### config.mk
export PLATFORM = sky130hd
export DESIGN_NAME = uart_burst_bridge
export DESIGN_NICKNAME = d
export VERILOG_FILES = /design/src/rtl/uart_burst_bridge.sv
export SDC_FILE = /design/constraint.sdc
export NUM_CORES = 1
export LEC_CHECK = 0
export CORE_MARGIN = 4
export CORE_UTILIZATION = 36
export CTS_BUF_LIST = sky130_fd_sc_hd__clkbuf_4 sky130_fd_sc_hd__clkbuf_8
export DETAILED_ROUTE_END_ITERATION = 8
export PLACE_DENSITY = 0.59
export SLEW_MARGIN = 15
export SYNTH_ARGS = -nofsm -noshare
export SYNTH_HDL_FRONTEND = slang
export SYNTH_SLANG_ARGS = --single-unit
### constraint.sdc
create_clock -name clk -period 4.4 [get_ports clk]
set_input_delay 0.66 -clock clk [delete_from_list [all_inputs] [get_ports clk]]
set_output_delay 0.66 -clock clk [all_outputs]
set_load 0.01 [all_outputs]
### src/rtl/uart_burst_bridge.sv
// UART host command bridge: single/burst bus read/write with auto-increment, CPU halt control,
// inter-byte timeout and a one-entry receive skid. Define UART_BRIDGE_ACK_EN to send 0xA5 after writes.
module uart_burst_bridge #(
  parameter int ADDR_W      = 16,
  parameter int TIMEOUT_CYC = 2_500_000
) (
  input  logic              clk,
  input  logic              rst,
  input  logic              rx_valid,
  input  logic [7:0]        rx_data,
  output logic              tx_start,
  output logic [7:0]        tx_data,
  input  logic              tx_active,
  input  logic              tx_done,
  output logic              bus_req,
  output logic              bus_we,
  output logic [ADDR_W-1:0] bus_addr,
  output logic [7:0]        bus_wdata,
  input  logic              bus_gnt,
  input  logic [7:0]        bus_rdata,
  output logic              cpu_halt,
  output logic              err_overrun,
  output logic              busy
);
  localparam int ADDR_B = (ADDR_W + 7) / 8;
  localparam int AB_W   = (ADDR_B > 1) ? $clog2(ADDR_B) : 1;
  localparam int TO_W   = $clog2(TIMEOUT_CYC + 1);

  typedef enum logic [3:0] {
    IDLE, ADDR, LEN, WDATA, BUS_WR, BUS_RD, TX_START, TX_WAIT
`ifdef UART_BRIDGE_ACK_EN
    , ACK
`endif
  } state_t;

  state_t              state, state_n;
  logic                skid_full;
  logic [7:0]          skid_data;
  logic [ADDR_W-1:0]   addr;
  logic [7:0]          wdata, rhold;
  logic [8:0]          cnt;
  logic [AB_W-1:0]     abyte;
  logic                is_wr, is_burst;
  logic [TO_W-1:0]     to_cnt;
  logic                in_cmd, rx_state, expire, take, tx_fire, last_beat;
  logic [7:0]          byte_in;
  logic [ADDR_W+7:0]   ash;

  assign in_cmd    = (state == ADDR) || (state == LEN) || (state == WDATA);
  assign rx_state  = in_cmd || (state == IDLE);
  // An empty skid is required so an expiry can never discard a byte that was already accepted.
  assign expire    = in_cmd && !skid_full && (to_cnt == TO_W'(TIMEOUT_CYC - 1));
  assign take      = rx_state && !expire && (skid_full || rx_valid);
  assign byte_in   = skid_full ? skid_data : rx_data;
  assign ash       = {addr, byte_in};
  assign last_beat = (cnt == 9'd1);
`ifdef UART_BRIDGE_ACK_EN
  assign tx_fire   = ((state == TX_START) || (state == ACK)) && !tx_active;
`else
  assign tx_fire   = (state == TX_START) && !tx_active;
`endif

  always_comb begin
    state_n = state;
    case (state)
      IDLE:     if (take && byte_in inside {8'h02, 8'h03, 8'h04, 8'h05}) state_n = ADDR;
      ADDR:     if (expire) state_n = IDLE;
                else if (take && abyte == AB_W'(ADDR_B - 1))
                  state_n = is_burst ? LEN : (is_wr ? WDATA : BUS_RD);
      LEN:      if (expire) state_n = IDLE;
                else if (take) state_n = is_wr ? WDATA : BUS_RD;
      WDATA:    if (expire) state_n = IDLE;
                else if (take) state_n = BUS_WR;
      BUS_WR:   if (bus_gnt) begin
                  if (!last_beat) state_n = WDATA;
`ifdef UART_BRIDGE_ACK_EN
                  else state_n = ACK;
`else
                  else state_n = IDLE;
`endif
                end
      BUS_RD:   if (bus_gnt) state_n = TX_START;
      TX_START: if (!tx_active) state_n = TX_WAIT;
      TX_WAIT:  if (tx_done) state_n = (cnt == 9'd0) ? IDLE : BUS_RD;
`ifdef UART_BRIDGE_ACK_EN
      ACK:      if (!tx_active) state_n = TX_WAIT;
`endif
      default:  state_n = IDLE;
    endcase
  end

  always_ff @(posedge clk) begin
    if (!rst) begin
      state       <= IDLE;
      skid_full   <= 1'b0;
      skid_data   <= '0;
      err_overrun <= 1'b0;
      cpu_halt    <= 1'b1;
      addr        <= '0;
      wdata       <= '0;
      rhold       <= '0;
      cnt         <= '0;
      abyte       <= '0;
      is_wr       <= 1'b0;
      is_burst    <= 1'b0;
      to_cnt      <= '0;
      tx_start    <= 1'b0;
    end else begin
      state    <= state_n;
      tx_start <= tx_fire;

      // Skid: drains in decode states, fills while the bus or transmitter owns the FSM.
      if (rx_state) begin
        if (skid_full) begin
          if (rx_valid) skid_data <= rx_data;
          else          skid_full <= 1'b0;
        end else if (rx_valid && expire) begin
          skid_full <= 1'b1;
          skid_data <= rx_data;
        end
      end else if (rx_valid) begin
        if (skid_full) err_overrun <= 1'b1;
        else begin
          skid_full <= 1'b1;
          skid_data <= rx_data;
        end
      end

      if (!in_cmd || take) to_cnt <= '0;
      else                 to_cnt <= to_cnt + 1'b1;

      if (take) begin
        case (state)
          IDLE: begin
            abyte    <= '0;
            cnt      <= 9'd1;
            is_wr    <= (byte_in == 8'h02) || (byte_in == 8'h04);
            is_burst <= (byte_in == 8'h04) || (byte_in == 8'h05);
            if (byte_in == 8'h06) cpu_halt <= 1'b1;
            if (byte_in == 8'h07) cpu_halt <= 1'b0;
          end
          ADDR: begin
            addr  <= ash[ADDR_W-1:0];
            abyte <= abyte + 1'b1;
          end
          LEN:     cnt   <= (byte_in == 8'h00) ? 9'd256 : {1'b0, byte_in};
          WDATA:   wdata <= byte_in;
          default: ;
        endcase
      end

      if (bus_gnt && (state == BUS_WR || state == BUS_RD)) begin
        addr <= addr + 1'b1;
        cnt  <= cnt - 1'b1;
        if (state == BUS_RD) rhold <= bus_rdata;
`ifdef UART_BRIDGE_ACK_EN
        if (state == BUS_WR && last_beat) rhold <= 8'hA5;
`endif
      end
    end
  end

  assign bus_req   = rst && ((state == BUS_WR) || (state == BUS_RD));
  assign bus_we    = (state == BUS_WR);
  assign bus_addr  = addr;
  assign bus_wdata = wdata;
  assign tx_data   = rhold;
  assign busy      = (state != IDLE);
endmodule
## After elaboration in Yosys (flattened, before gate mapping)

Cells that the tools add are included.

- Register bits: 82
- Bits in latches: 0
- RAM bits: 0
- ROM bits: 0
- Input port bits: 22
- Memories kept: 0

- $add $sub $neg: 4
- Multipliers: 0
- Div/mod/pow operators: 0
- Order comparisons: 0
- Eq/ne operators: 25
- Shifts and indexed selects: 0
- Multiplexer cells: 37
- Bitwise logic cells: 2
- Reductions and logical operators: 44

Operators by type and width:

| operator | count |
|---|---|
| $mux 16 | 3 |
| $mux 4 | 12 |
| $mux 8 | 6 |
| $eq 8x3->1 const B | 4 |
| $pmux 4 s8 | 1 |
| $mux 9 | 3 |
| $add 22x1->22 const B | 1 |
| $eq 22x22->1 const B | 1 |
| $pmux 9 s2 | 1 |
| $add 16x1->16 const B | 1 |
| $eq 4x3->1 const B | 4 |
| $eq 8x2->1 const B | 2 |
| $reduce_and 2->1 | 6 |
| $logic_and 1x1->1 | 10 |
| $reduce_bool 2->1 | 5 |
| $eq 9x1->1 const B | 1 |
| $logic_not 9->1 | 1 |
| $reduce_and 3->1 | 3 |
| $sub 9x1->9 const B | 1 |
| $eq 4x2->1 const B | 2 |
| $logic_not 8->1 | 1 |
| $logic_or 1x1->1 | 8 |
| $ne 2x2->1 const B | 4 |
| $reduce_and 8->1 | 1 |
| 15 further kinds | 30 |

## Longest topological paths before layout

- Depth in word-level cells: 12
- Gate-level depth with buffers: 9

## Worst setup path before layout

No wires, ideal clock.

- Path type: flip-flop to flip-flop
- From: register to_cnt[0]
- To: register addr[3], in the netlist bus_addr[3]
- Library setup time: 120 ps
- Arrival: 1942 ps
- Data required time: 4280 ps
- Setup slack: 2338 ps
- Stages on the path, launching flop included: 9
- Path buffers: 1
- Cells stage by stage: dfxtp_1 ha_1 and4_1 nand4_1 o22ai_1 or4_1 buf_2 and3_1 o31a_1

- Cells in the longest elaborated chain, start to end: 7

Ends and longest elaborated chain:

| item | RTL line | RTL |
|---|---|---|
| start, declared | 44 | `logic [TO_W-1:0] to_cnt;` |
| start signal, assigned | 130 | `else to_cnt <= to_cnt + 1'b1;` |
| $eq 22x22->1 | 52 | `assign expire = in_cmd && !skid_full && (to_cnt == TO_W'(TIMEOUT_CYC - 1));` |
| $logic_and 1x1->1 | 52 |  |
| $logic_not 1->1 | 53 | `assign take = rx_state && !expire && (skid_full \|\| rx_valid);` |
| $logic_and 1x1->1 (2 in series) | 53 |  |
| $reduce_bool 2->1 (no source line) | n/a |  |
| $reduce_and 2->1 (no source line) | n/a |  |
| end signal, assigned | 143 | `addr <= ash[ADDR_W-1:0];` |
| end signal, assigned | 153 | `addr <= addr + 1'b1;` |
| end, declared | 39 | `logic [ADDR_W-1:0] addr;` |

No other way between the ends.
A chain may end at the register's enable or synchronous reset.

## Worst setup path after layout

- From: input rst
- To: output bus_req

- Cells in the longest elaborated chain, start to end: 1

Ends and longest elaborated chain:

| item | RTL line | RTL |
|---|---|---|
| start, declared | 8 | `input logic rst,` |
| $logic_and 1x1->1 | 163 | `assign bus_req = rst && ((state == BUS_WR) \|\| (state == BUS_RD));` |
| end, declared | 15 | `output logic bus_req,` |

No other way between the ends.

==> reports/results.txt <==
Routed vias/inst - 5.45
CTS-repair resized insts - 0
Main combinational cell family by area after synthesis - simple AND/OR/NAND/NOR gates
Peak VDD IR - 0.000193 V
CP Data Required Time - 3.74 ns
Part of the cycle the worst path needs - 0.694
Drt pass-1 iters - 4
Total negative slack - 0 ns
Post-Place Cells - 663
PwrDens - 272 mW/mm²
Die H - 115 µm
Synth Area in Compound Gates - 0.171
DR vias - 3696
Max Cap Viol - 0
Yosys warns - 0
Count of state elements after synthesis - 81
Post-Syn Area - 0.00413 mm²
Number of synthesized flops with an enable pin - 0
Grt met2 use - 0.249
CTS sink count - 81
Syn_area_per_cell - 8.47 µm²
Sw Ratio - 0.221
Final min period - 3.05 ns
Post-synthesis mux area share - 0.0564
DRC viols - 0
I/O Pins - 60
Core area - 0.0110 mm²
Final Total Pwr - 1360 µW
Worst Path Max Fanout - 13
Measured slew at the worst slew-check pin - 1.12 ns
Post-Layout Cell Count - 678
Slew Viols, Final - 0
WL/cell - 15.4 µm
Num rows - 38
Post-CTS Setup Repair Bufs - 0
DIE AREA - 0.0132 mm²
Initial antenna violation count - 0
Slew margin rel. - 0.246
GR Util All Layers - 0.164
Hpwl dp - 7520 µm
Dominant cell type by area after synthesis - dfxtp_1
Pleak - 0.00160 µW
# hold bufs at CTS - 0
Final setup violation count - 0
Max Root-Sink Buffers - 2
Worst Hold Slack - 0.460 ns
Critical path class - in -> out
Routability-driven placement congestion ratio - 0.829
M3 GR Usage - 0.0405
First-pass GRT wire length - 17500 µm
P_sw - 299 µW
Status - complete, no violations
Final net count - 561
Overflow left after global routing - 0
Met1 Use GR - 0.233
Final core occ - 0.452
DR iter-0 viols - 212
Area Growth Syn to Fin - 20.9%
Simple-Gate Fraction of Synth Area - 0.266
Worst Setup End Kind - output pin
Layout cell share with drive strength beyond 1 - 0.0669
Vias in the first global route - 3473
Fill count - 1135
Die Span X - 115 µm
Drt total wl - 10400 µm
TritonCTS clock tree - yes
Detail Route Antenna Nets - 0
Syn Nets - 514
Top cell type's share of synthesized area - 0.393
Yosys cell types - 65
Clock latency on the worst-skew pair - 0.36 ns
Synth Area in Adders - 0.0152
Largest net degree at the start of global routing - 51
Top post-synthesis cells by area - dfxtp_1, nor2_1, mux2i_1
Top Usage Layer GRT - met2
Worst Path Arrival - 2.39 ns
Starting Density - 0.374
Root Driver - clkbuf_8
FF-to-FF setup slack - 1.39 ns
Hold Crit Class - reg -> reg
RSZ-0062 raised after global routing - no
Flop pwr share - 0.542
Gate power share - 0.048
Clk slew on worst S/H paths - 0.07 ns
P_int - 1060 µW
Post-synthesis xor/xnor area fraction - 0.0552
Synth async-reset ratio - 0
Ant. Diodes - 0
Worst Skew - 0.0120 ns
Mapped Cells - 487
# H-tree levels - 3
Most common cell in the synthesized netlist - dfxtp_1
Inserted Clock Buffers - 9
IO Port Bufs - 59
FMAX - 0.327 GHz
Clk pwr share - 0.410
Synth Flop Type - dfxtp_1
Endpoints failing hold - 0
Register area share after synthesis - 0.393
Commonest cells in the netlist - dfxtp_1, nor2_1, nand2_1, a21oi_1
CP startpoint kind - input port
worst paths after layout:
path / depth (start not counted) / start / end
worst max-delay path: 4 / rst / bus_req
worst min register to register: 2 / tx_data[5] / tx_data[5]
worst min-delay path: 2 / tx_data[5] / tx_data[5]
worst max register to register: 6 / state[2] / bus_addr[14]
worst max-delay path, stage by stage:
cell and delay, ns:
clkdlybuf4s50_1 0.83, clkinv_1 0.17, nor3_1 0.17, clkdlybuf4s50_1 0.57
logic make-up (layout without fill, tap and decap cells):
| kind of cell | after synthesis | count (layout) |
|---|---|---|
| adders and majority gates | 5 | 5 |
| AOI/OAI and AO/OA | 107 | 107 |
| xor gates and xnor gates | 26 | 26 |
| muxes | 23 | 23 |
| DFF | 81 | 81 |
| buffers and inverters | 38 | 89 |
| and+or+nand+nor | 207 | 207 |
placed cells by master, fill, tap and decap left out, drive strengths merged, types with 5 or more instances in the layout:
cell type and n:
xnor2 12, nand3 21, nor4 7, o22ai 5, a22oi 7, o21ai 18
clkdlybuf4s50 59, a21oi 33, nand2 42, nand4 14, o31a 5, inv 9
and3 7, dfxtp 81, nand2b 5, nor4b 6, nor2 71, mux2i 21
a211oi 10, a31oi 6, nor3 10, ha 5, clkbuf 12, buf 5
or3 5, xor2 14
final cells by class:
class / instances / area [µm²] / share of cell area
Multi-Input combinational cell: 368 / 2330 / 0.466
Sequential cell: 81 / 1620 / 0.325
Timing Repair Buffer: 64 / 628 / 0.126
Tap cell: 140 / 175 / 0.0351
Clock buffer: 12 / 159 / 0.0319
Clock inverter: 3 / 40.0 / 0.00803
Inverter: 10 / 37.5 / 0.00753
flip-flops by register name, summed over array words and instances, names as in the netlist:
signal and count:
bus_wdata 8, tx_data 8, cnt 9, err_overrun 1, is_burst 1, tx_start 1
skid_full 1, is_wr 1, cpu_halt 1, bus_addr 16, state 3, to_cnt 22
abyte 1, skid_data 8
layer usage:
layer | share of wire | wire [µm]
met1 | 0.47 | 4940
met2 | 0.45 | 4680
met3 | 0.066 | 687
met4 | 0.011 | 116
met5 | 0 | 0
power groups by stage:
| stage | logic (µW) | registers (µW) | clock network [µW] |
|---|---|---|---|
| after global routing | 70.3 | 735 | 611 |
| after CTS | 65.0 | 735 | 579 |
| after floorplan | 31.7 | 752 | 0 |
| final | 64.8 | 735 | 556 |
| after global placement | 64.4 | 752 | 0 |
| after detailed placement | 64.6 | 752 | 0 |
stage by stage:
step	setup WS (ns)	area [µm²]
6_report	1.35	4990
4_1_cts	1.34	4990
5_1_grt	1.20	4990
3_3_place_gp	1.37	4790
3_5_place_dp	1.36	4790
2_1_floorplan	2.34	4130
(Power assumes the default switching activity.)
